## config.mk

```make
export PLATFORM = sky130hd
export DESIGN_NAME = l2_port_scheduler
export DESIGN_NICKNAME = d
export VERILOG_FILES = /design/src/rtl/l2_port_scheduler.sv
export SDC_FILE = /design/constraint.sdc
export NUM_CORES = 1
export LEC_CHECK = 0
export CAP_MARGIN = 20
export CORE_AREA = 4 4 539 541
export DETAILED_ROUTE_END_ITERATION = 12
export DIE_AREA = 0 0 543 545
export GPL_TIMING_DRIVEN = 0
export SYNTH_ARGS = -nofsm -noshare
export SYNTH_HDL_FRONTEND = slang
export SYNTH_SLANG_ARGS = --single-unit
```

## constraint.sdc

```tcl
create_clock -name clk -period 4.5 [get_ports clk]
set_input_delay 0.9 -clock clk [delete_from_list [all_inputs] [get_ports clk]]
set_output_delay 0.9 -clock clk [all_outputs]
set_load 0.01 [all_outputs]
```

## src/rtl/l2_port_scheduler.sv

```systemverilog
// Shares one L2 line port between icache misses, dcache misses and a next-line prefetcher.
// One transaction is outstanding at a time; dcache wins unless the icache has been starved.
module l2_port_scheduler #(
  parameter int LINE_W     = 256,
  parameter int ADDR_W     = 32,
  parameter int STARVE_MAX = 4,
  parameter int PF_STRIDE  = 32
) (
  input  logic              clk,
  input  logic              reset,
  input  logic              prefetch_en,
  input  logic              i_pmem_read,
  input  logic [ADDR_W-1:0] i_pmem_address,
  output logic              i_pmem_resp,
  output logic [LINE_W-1:0] i_pmem_rdata,
  input  logic              d_pmem_read,
  input  logic              d_pmem_write,
  input  logic [ADDR_W-1:0] d_pmem_address,
  input  logic [LINE_W-1:0] d_pmem_wdata,
  output logic              d_pmem_resp,
  output logic [LINE_W-1:0] d_pmem_rdata,
  output logic              ab_pmem_read,
  output logic              ab_pmem_write,
  output logic [ADDR_W-1:0] ab_pmem_address,
  output logic [LINE_W-1:0] ab_pmem_wdata,
  input  logic              ab_pmem_resp,
  input  logic [LINE_W-1:0] ab_pmem_rdata
);

  localparam int CNT_W = $clog2(STARVE_MAX + 1);
  localparam logic [CNT_W-1:0]  CNT_MAX   = CNT_W'(STARVE_MAX);
  localparam logic [ADDR_W-1:0] LINE_MASK = ~ADDR_W'(5'h1f);

  typedef enum logic [2:0] {
    IDLE  = 3'd0,
    GNT_D = 3'd1,
    GNT_I = 3'd2,
    GNT_P = 3'd3,
    DONE  = 3'd4
  } state_e;

  state_e            state_q, state_d;
  logic [CNT_W-1:0]  starve_cnt_q, starve_cnt_d;
  logic              pf_valid_q, pf_valid_d;
  logic [ADDR_W-1:0] pf_addr_q, pf_addr_d;
  logic              ab_read_q, ab_read_d;
  logic              ab_write_q, ab_write_d;
  logic [ADDR_W-1:0] ab_addr_q, ab_addr_d;
  logic [LINE_W-1:0] ab_wdata_q, ab_wdata_d;

  logic d_req, i_req, starved, pf_hit, granted;

  assign d_req   = d_pmem_read | d_pmem_write;
  assign i_req   = i_pmem_read;
  assign starved = (starve_cnt_q >= CNT_MAX);
  assign pf_hit  = i_req & pf_valid_q &
                   (i_pmem_address[ADDR_W-1:5] == pf_addr_q[ADDR_W-1:5]);
  assign granted = (state_q == GNT_D) | (state_q == GNT_I) | (state_q == GNT_P);

  always_comb begin
    state_d = state_q;
    case (state_q)
      IDLE: begin
        if (d_req && !starved) begin
          state_d = GNT_D;
        end else if (i_req) begin
          state_d = GNT_I;
        end else if (d_req) begin
          state_d = GNT_D;
        end else if (pf_valid_q && prefetch_en) begin
          state_d = GNT_P;
        end else begin
          state_d = IDLE;
        end
      end
      GNT_D, GNT_I, GNT_P: begin
        if (ab_pmem_resp) begin
          state_d = DONE;
        end else begin
          state_d = state_q;
        end
      end
      DONE:    state_d = IDLE;
      default: state_d = IDLE;
    endcase
  end

  // Request registers are loaded on the grant edge and held until the L2 responds.
  always_comb begin
    starve_cnt_d = starve_cnt_q;
    pf_valid_d   = pf_valid_q;
    pf_addr_d    = pf_addr_q;
    ab_read_d    = ab_read_q;
    ab_write_d   = ab_write_q;
    ab_addr_d    = ab_addr_q;
    ab_wdata_d   = ab_wdata_q;
    if (state_q == IDLE) begin
      if (pf_hit) begin
        pf_valid_d = 1'b0;
      end else begin
        pf_valid_d = pf_valid_q;
      end
      case (state_d)
        GNT_D: begin
          ab_addr_d  = d_pmem_address & LINE_MASK;
          ab_write_d = d_pmem_write;
          ab_read_d  = ~d_pmem_write;
          if (d_pmem_write) begin
            ab_wdata_d = d_pmem_wdata;
          end else begin
            ab_wdata_d = ab_wdata_q;
          end
          if (!i_req) begin
            starve_cnt_d = '0;
          end else if (starve_cnt_q < CNT_MAX) begin
            starve_cnt_d = starve_cnt_q + CNT_W'(1);
          end else begin
            starve_cnt_d = starve_cnt_q;
          end
        end
        GNT_I: begin
          ab_addr_d    = i_pmem_address & LINE_MASK;
          ab_read_d    = 1'b1;
          ab_write_d   = 1'b0;
          starve_cnt_d = '0;
        end
        GNT_P: begin
          ab_addr_d  = pf_addr_q;
          ab_read_d  = 1'b1;
          ab_write_d = 1'b0;
        end
        default: ;
      endcase
    end else if (granted && ab_pmem_resp) begin
      ab_read_d  = 1'b0;
      ab_write_d = 1'b0;
      if (state_q == GNT_I) begin
        pf_addr_d  = ab_addr_q + ADDR_W'(PF_STRIDE);
        pf_valid_d = 1'b1;
      end else if (state_q == GNT_P) begin
        pf_valid_d = 1'b0;
      end else begin
        pf_valid_d = pf_valid_q;
      end
    end else begin
      ab_read_d = ab_read_q;
    end
  end

  // Completion is steered to the owner in the L2 response cycle; prefetch data is dropped.
  always_comb begin
    i_pmem_resp = 1'b0;
    d_pmem_resp = 1'b0;
    if (!reset && ab_pmem_resp) begin
      i_pmem_resp = (state_q == GNT_I);
      d_pmem_resp = (state_q == GNT_D);
    end else begin
      i_pmem_resp = 1'b0;
      d_pmem_resp = 1'b0;
    end
    i_pmem_rdata = i_pmem_resp ? ab_pmem_rdata : '0;
    d_pmem_rdata = d_pmem_resp ? ab_pmem_rdata : '0;
  end

  always_ff @(posedge clk) begin
    if (reset) begin
      state_q      <= IDLE;
      starve_cnt_q <= '0;
      pf_valid_q   <= 1'b0;
      pf_addr_q    <= '0;
      ab_read_q    <= 1'b0;
      ab_write_q   <= 1'b0;
      ab_addr_q    <= '0;
      ab_wdata_q   <= '0;
    end else begin
      state_q      <= state_d;
      starve_cnt_q <= starve_cnt_d;
      pf_valid_q   <= pf_valid_d;
      pf_addr_q    <= pf_addr_d;
      ab_read_q    <= ab_read_d;
      ab_write_q   <= ab_write_d;
      ab_addr_q    <= ab_addr_d;
      ab_wdata_q   <= ab_wdata_d;
    end
  end

  assign ab_pmem_read    = ab_read_q;
  assign ab_pmem_write   = ab_write_q;
  assign ab_pmem_address = ab_addr_q;
  assign ab_pmem_wdata   = ab_wdata_q;

endmodule
```

; After elaboration in Yosys (flattened, before gate mapping)
; Index checks and enable logic that the tools add are counted.
[classes]
n_bitwise = 7
mux = 24
add_sub_neg = 2
n_eq_ne = 10
reduce_logical = 19
magnitude_cmp = 2
[op_table]
columns = cell, count
row1 = two-way mux 256 bit, 2
row2 = case mux 32 bit (3 select lines), 1
row3 = adder 32 x 6 -> 32 bit (second input constant), 1
row4 = equality test 27 bit, 1
row5 = equality test 3 x 2 -> 1 bit (second input constant), 4
row6 = case mux 3 bit (2 select lines), 2
row7 = AND reduction 3 bit, 4
row8 = two-way mux 1 bit, 10
row9 = two-way mux 3 bit, 3
row10 = two-way mux 2 bit, 4
row11 = equality test 3 x 1 -> 1 bit (second input constant), 2
row12 = nonzero test 3 bit, 2
row13 = logical AND 1 bit, 4
row14 = case mux 1 bit (2 select lines), 2
row15 = AND reduction 2 bit, 2
row16 = nonzero test 2 bit, 2
row17 = adder 3 x 1 -> 3 bit (second input constant), 1
row18 = >= comparator 3 bit (second input constant), 1
row19 = logical NOT 3 bit, 1
row20 = less-than comparator 3 bit (second input constant), 1
row21 = inequality test 3 x 2 -> 1 bit (second input constant), 1
row22 = inequality test 3 bit (second input constant), 1
row23 = bitwise OR 1 bit, 3
row24 = OR reduction 3 bit, 1
row25 = 5 further kinds, 8
[totals]
word_cells = 72
in_bits = 583
ff_bits = 329

; Depth between registers and ports, before layout
; Gate-level depths: netlist of the first run.
[logic_depth]
depth_word = 10
mapped_depth = 8

; Worst setup path before layout of the first run
; OpenSTA, ideal clock, no wires.
[synth_timing]
kind = input to output
startpoint = input ab_pmem_resp
endpoint = output i_pmem_rdata[100]
stages = 6
path_slack_ns = 1.447
arrival_time_ns = 2.153
path_cell_list = nor2b_1 -> and3b_1 -> clkbuf_1 -> clkbuf_1 -> clkbuf_1 -> and3_1
[synth_via]
elab_chain_cells = 3
[synth_rtl]
columns = element, line
row1 = start: declaration, 26  ; input logic ab_pmem_resp,
row2 = logical AND 1 bit, 154  ; if (!reset && ab_pmem_resp) begin
row3 = two-way mux 1 bit, 154
row4 = two-way mux 256 bit, 161  ; i_pmem_rdata = i_pmem_resp ? ab_pmem_rdata : '0;
row5 = end: declaration, 15  ; output logic [LINE_W-1:0] i_pmem_rdata,
; Every way passes these cells.

; Final worst setup path of the first run
[layout_timing]
startpoint = input ab_pmem_resp
endpoint = output i_pmem_rdata[23]
; Same word-level chain as after synthesis.

==> flow_metrics.tcl, run 1 <==
set metrics [dict create \
    hold_path_class "reg -> reg" \
    rsz0062_at_grt "true" \
    yosysTopAreaCell "dfxtp_1" \
    first_global_vias 21867 \
    clk_latency_ns 0.62 \
    worst_pin_slew_ns 0.991 \
    drt_pass1_iterations 5 \
    synth_area_per_cell_um2 7.50 \
    total_power_mw 9.21 \
    layout-drive-gt1-share_pct 5.67 \
    cts_max_path_buffers 3 \
    peakVddDrop_v 0.000228 \
    track_usage_pct 14.3 \
    worst_path_most_repeated_cell "clkdlybuf4s50_1" \
    cp.buffers_inverters 5 \
    crit_path_cell_trace "clkdlybuf4s50_1 -> nor2b_2 -> and3b_2 -> buf_8 -> buf_4 -> clkbuf_4 -> and3_1 -> clkdlybuf4s50_1" \
    antenna_found_initial 196 \
    yosys_most_used_dff "dfxtp_1" \
    yosysTopAreaCellShare_pct 41.3 \
    die_h_um 545 \
    end_kind "primary output" \
    synth.cell_area_um2 16000 \
    cts_tree "built" \
    gr-total-overflow 0 \
    place.gp.congestion 1.05 \
    htree_num_levels 2 \
    top_layer_used "met5" \
    max_freq_mhz 226 \
    area_growth_pct 127 \
    hpwl_mm 205 \
    worstSetupStartpointType "input port" \
    ant_nets 0 \
    wl_met2_mm 106 \
    fin_ws_ns 0.0782 \
    drcViolationCount 0 \
    routed-wl-met3_mm 23.3 \
    final_common_cell "clkdlybuf4s50_1" \
    syn_inst 2127 \
    hold_viol_final 0 \
    grt_pass1_wl_mm 266 \
    start_util_pct 5.60 \
    arrival_ns 3.52 \
    mostFrequentLayoutCells "1267 x clkdlybuf4s50_1, 539 x nand2_1, 329 x dfxtp_1" \
    cts-root-buf "clkbuf_16" \
    fp.dieArea_um2 296000 \
    maxCapViolCount 0 \
    wl_mm 224 \
    cts_buffers 39 \
    total_leakage_power_nw 13.7 \
    met1_length_mm 79.1 \
    cts.sinks 329 \
    path_max_fanout 10 \
    yosys.cell_types.count 48 \
    critPathTopFamily "buffers and inverters" \
    die_width_um 543 \
    post-route-period-util_pct 98.3 \
    detail_route.wl_per_cell_um 30.0 \
    place_ws_ns -1.72 \
    utilization_pct 12.7 \
    maxSlewViolCount 0 \
    status "completed" \
    p_per_area_nw_per_um2 254 \
    critical-path-max-stage-delay_ns 0.66 \
    top_level_ports 1387 \
    nets 4136 \
    final.setup_skew_ns 0.0329 \
    coreArea_um2 285000 \
    cp.required_ns 3.60 \
    via_per_inst 3.09 \
    async_flop_share_pct 0 \
    slowest_stage "clkdlybuf4s50_1" \
    nFillCells 32977 \
    synth_nets 2712 \
    fin_crit_ns 4.42 \
    synth_area_leaders "dfxtp_1 41%, nand2_1 13%, and3_1 10%, and2_1 10%, a21oi_1 9.0%" \
    io_buffers 1375 \
    grt_max_degree 14 \
    dr.first_iter.drc_count 1828 \
    yosys_warnings 0 \
    setup_viol 0 \
    relSlewSlack_pct 33.9 \
    num_rows 196 \
    clk_pin_slew_ns 0.06 \
    vias 23024 \
    critical_path_class "in -> out" \
    yosysSeqAreaShare_pct 41.3 \
    synth-edff-count 0 \
    ys_seq_elements 329 \
]
cell usage after synthesis, types with 4 or more instances:
library cell and number:
and2_1 257, a22o_1 5, and3_1 258, buf_2 33
nor4_1 9, o21ai_1 6, nor2_1 21, xnor2_1 18
buf_1 4, inv_1 6, dfxtp_1 329, mux2i_1 27
nand3_1 9, nor3_1 8, xor2_1 34, nand4_1 10
a22oi_1 27, a211oi_1 7, a21oi_1 287, o21ai_0 41
nand2_1 539, clkbuf_1 155
where the power goes:
| group | internal [mW] | switching, mW | total [mW] |
|---|---|---|---|
| Sequential | 3.13 | 0.161 | 3.29 |
| Clock | 1.83 | 1.46 | 3.29 |
| Combinational | 1.20 | 1.42 | 2.62 |
flip-flops by register name, summed over array words and instances (netlist names):
| signal | count |
|---|---|
| ab_pmem_address | 32 |
| ab_pmem_read | 1 |
| ab_pmem_wdata | 256 |
| ab_pmem_write | 1 |
| pf_addr_q | 32 |
| pf_valid_q | 1 |
| starve_cnt_q | 3 |
| state_q | 3 |
timing repair:
action | CTS | global route
resized for setup | 206 | 65
buffers inserted | 1 | 0
pin swaps | 1 | 1
cloned | 0 | 0
hold buffers | 0 | 0
setup endpoints to repair | 514 | 162
area by class of cell:
type / instances / area [um2] / share of cell area (%)
clock buffers: 58 / 1140 / 3.14
plain buffers: 192 / 936 / 2.58
well taps: 3762 / 4710 / 13.0
diodes: 118 / 295 / 0.814
repair buffers: 1386 / 13900 / 38.3
multi-input cells: 1597 / 8560 / 23.6
clock inverters: 12 / 133 / 0.366
flip-flops and latches: 329 / 6590 / 18.2
inverters: 6 / 22.5 / 0.0621
worst reg2reg max path: stages, from the launching register on:
cell,delay (ns)
dfxtp_1,0.30
buf_2,0.16
nor3_2,0.45
nand3_1,0.64
clkbuf_1,0.57
clkbuf_2,0.57
nand2_1,0.20
a21oi_1,0.09
through the flow:
step / instance area (um2) / hold slack, ns / TNS [ns] / cells
floorplan: 16000 / 0.436 / 0 / 2127
global placement: 34400 / 0.443 / -679.22 / 7264
detailed placement: 34600 / 0.446 / -366.47 / 7274
CTS: 35900 / 0.448 / -0.000982 / 7342
global route: 36200 / 0.469 / -0.00389 / 7432
finish: 36300 / 0.446 / 0 / 7460
cells by family after synthesis:
logic type	count (synthesis)	synth area share (%)
xor gates and xnor gates	52	2.85
muxes	27	1.69
adders and majority gates	2	0.157
and+or+nand+nor	1132	36.0
buffers and inverters	201	5.13
DFF	329	41.3
AOI/OAI and AO/OA	384	12.9
routing by layer:
| metal | up-vias | global-route usage (%) |
|---|---|---|
| li1 | 10085 | - |
| met1 | 10898 | 14.8 |
| met2 | 1549 | 24.5 |
| met3 | 422 | 5.60 |
| met4 | 70 | 8.11 |
| met5 | - | 0.519 |
path summary, 6_finish.rpt:
check,from,to,slack (ns),cells past startpoint
worst max register to register,state_q[1],ab_pmem_wdata[116],1.38,7
worst min register to register,pf_addr_q[0],ab_pmem_address[0],0.45,1
worst min-delay path,pf_addr_q[0],ab_pmem_address[0],0.45,1
worst max-delay path,ab_pmem_resp,i_pmem_rdata[23],0.08,8
No activity file was read; power rests on OpenSTA's default activity.
==> run 2, diff against run 1 <==
Settings changed: RECOVER_POWER from default to 50, TNS_END_PERCENT from default to 10.
==> flow_metrics.tcl, run 2 (synthesis gave the netlist of run 1 again) <==
set metrics [dict create \
    die_h_um 545 \
    drcViolationCount 0 \
    cts_tree "built" \
    nets 4138 \
    slowest_stage "clkdlybuf4s50_1" \
    mostFrequentLayoutCells "997 x clkdlybuf4s50_1, 539 x nand2_1, 329 x dfxtp_1" \
    final.setup_skew_ns 0.0259 \
    critPathTopFamily "buffers and inverters" \
    first_global_vias 21864 \
    track_usage_pct 14.3 \
    ant_nets 0 \
    relSlewSlack_pct 35.2 \
    total_leakage_power_nw 14.5 \
    cp.buffers_inverters 5 \
    arrival_ns 3.59 \
    hold_viol_final 0 \
    peakVddDrop_v 0.000227 \
    fin_setup_tns_ns 0 \
    htree_num_levels 2 \
    post-route-period-util_pct 99.8 \
    place.gp.congestion 1.05 \
    crit_path_cell_trace "dlygate4sd3_1 -> inv_1 -> clkbuf_2 -> clkbuf_4 -> and3_1 -> clkdlybuf4s50_1" \
    worst_pin_slew_ns 0.972 \
    worstSetupStartpointType "input port" \
    vias 23035 \
    path_max_fanout 10 \
    fin_ws_ns 0.0111 \
    clk_pin_slew_ns 0.07 \
    total_power_mw 9.11 \
    grt_pass1_wl_mm 266 \
    cts.sinks 329 \
    wl_mm 224 \
    max_freq_mhz 223 \
    cts_max_path_buffers 3 \
    holdPathEnd "ab_pmem_address[0]" \
    hold_path_class "reg -> reg" \
    place_ws_ns -1.72 \
    largest_reg_flops 256 \
    via_per_inst 3.09 \
    detail_route.wl_per_cell_um 30.1 \
    grt_max_degree 14 \
    maxSlewViolCount 0 \
    status "completed" \
    cts_buffers 39 \
    end_kind "primary output" \
    r2r_end "ab_pmem_wdata[197]" \
    fp.dieArea_um2 296000 \
    io_buffers 1375 \
    fin_crit_ns 4.49 \
    layout-drive-gt1-share_pct 5.28 \
    dr.first_iter.drc_count 1938 \
    critical-path-max-stage-delay_ns 0.73 \
    cts-root-buf "clkbuf_16" \
    gr-total-overflow 0 \
    hpwl_mm 205 \
    setup_viol 0 \
    rsz0062_at_grt "true" \
    p_per_area_nw_per_um2 251 \
    placed_cell_area_um2 34600 \
    maxCapViolCount 0 \
    r2r_start "state_q[1]" \
    worst-r2r-setup-slack_ns 1.40 \
    top_level_ports 1387 \
    drt_pass1_iterations 5 \
    start_util_pct 5.60 \
    area_growth_pct 127 \
    min_from "pf_addr_q[0]" \
    hold_depth 1 \
    final_common_cell "clkdlybuf4s50_1" \
    clk_latency_ns 0.62 \
    die_width_um 543 \
    critical_path_class "in -> out" \
    place_inst 7274 \
    final_area_um2 36300 \
    antenna_found_initial 198 \
    num_rows 196 \
    fin_cells 7458 \
    coreArea_um2 285000 \
    cp.required_ns 3.60 \
    ff2ff_path_depth 7 \
]
[run 2: cell count changes in the layout (fill, tap and decap cells not counted), sizes merged]
cell	before	now
dlygate4sd2	65	30
dlymetal6s2s	22	35
clkbuf	204	218
diode	118	114
dlygate4sd3	0	292
buf	63	51
clkdlybuf4s50	1267	997
[run 2: where the power goes]
part	switching, mW	internal (mW)
registers	0.152	3.13
clock network	1.45	1.83
logic	1.42	1.12
[run 2: worst max-delay path by stage]
stage	startpoint	endpoint	slack [ns]	cells after the start
after detailed placement	ab_pmem_resp	i_pmem_rdata[111]	-1.72	9
after CTS	reset	i_pmem_rdata[105]	0.0009	7
after global routing	ab_pmem_resp	i_pmem_rdata[206]	-0.10	7
final	reset	i_pmem_rdata[249]	0.01	6
after global placement	ab_pmem_resp	i_pmem_rdata[244]	-2.71	8
after floorplan	ab_pmem_resp	i_pmem_rdata[100]	1.45	6
[run 2: through the flow]
step | utilization [%] | hold WS, ns
4_1_cts | 12.6 | 0.448
3_3_place_gp | 12.1 | 0.443
2_1_floorplan | - | 0.436
5_1_grt | 12.7 | 0.466
6_report | 12.7 | 0.447
3_5_place_dp | 12.1 | 0.446
[run 2: area by class of cell]
class / instances / area (um2)
Tap cell: 3762 / 4710
Sequential cell: 329 / 6590
Antenna cell: 114 / 285
Inverter: 6 / 22.5
Buffer: 194 / 931
Fill cell: 32952 / 249000
Timing Repair Buffer: 1386 / 13900
Clock inverter: 12 / 133
Clock buffer: 58 / 1140
Multi-Input combinational cell: 1597 / 8550
[run 2: timing repair]
action / in CTS / in global routing
hold buffers: 0 / 0
buffers inserted: 1 / 0
gates resized for setup: 168 / 74
setup endpoints to repair: 514 / 192
pin swaps: 1 / 0
[run 2: per-layer routing]
metal | vias to the layer above | global-route usage, % | wire length (um)
met4 | 76 | 8.36 | 15200
met2 | 1607 | 24.4 | 106000
met1 | 10818 | 14.7 | 78400
met3 | 440 | 5.68 | 24100
met5 | - | 1.02 | 494
li1 | 10094 | - | -
[run 2: worst reg2reg max path, stage by stage (launching register included)]
cell and delay (ns):
dfxtp_1 0.30, buf_2 0.16, nor3_2 0.46, nand3_1 0.63, clkbuf_1 0.57, clkbuf_1 0.55
nand2_1 0.20, a21oi_1 0.08
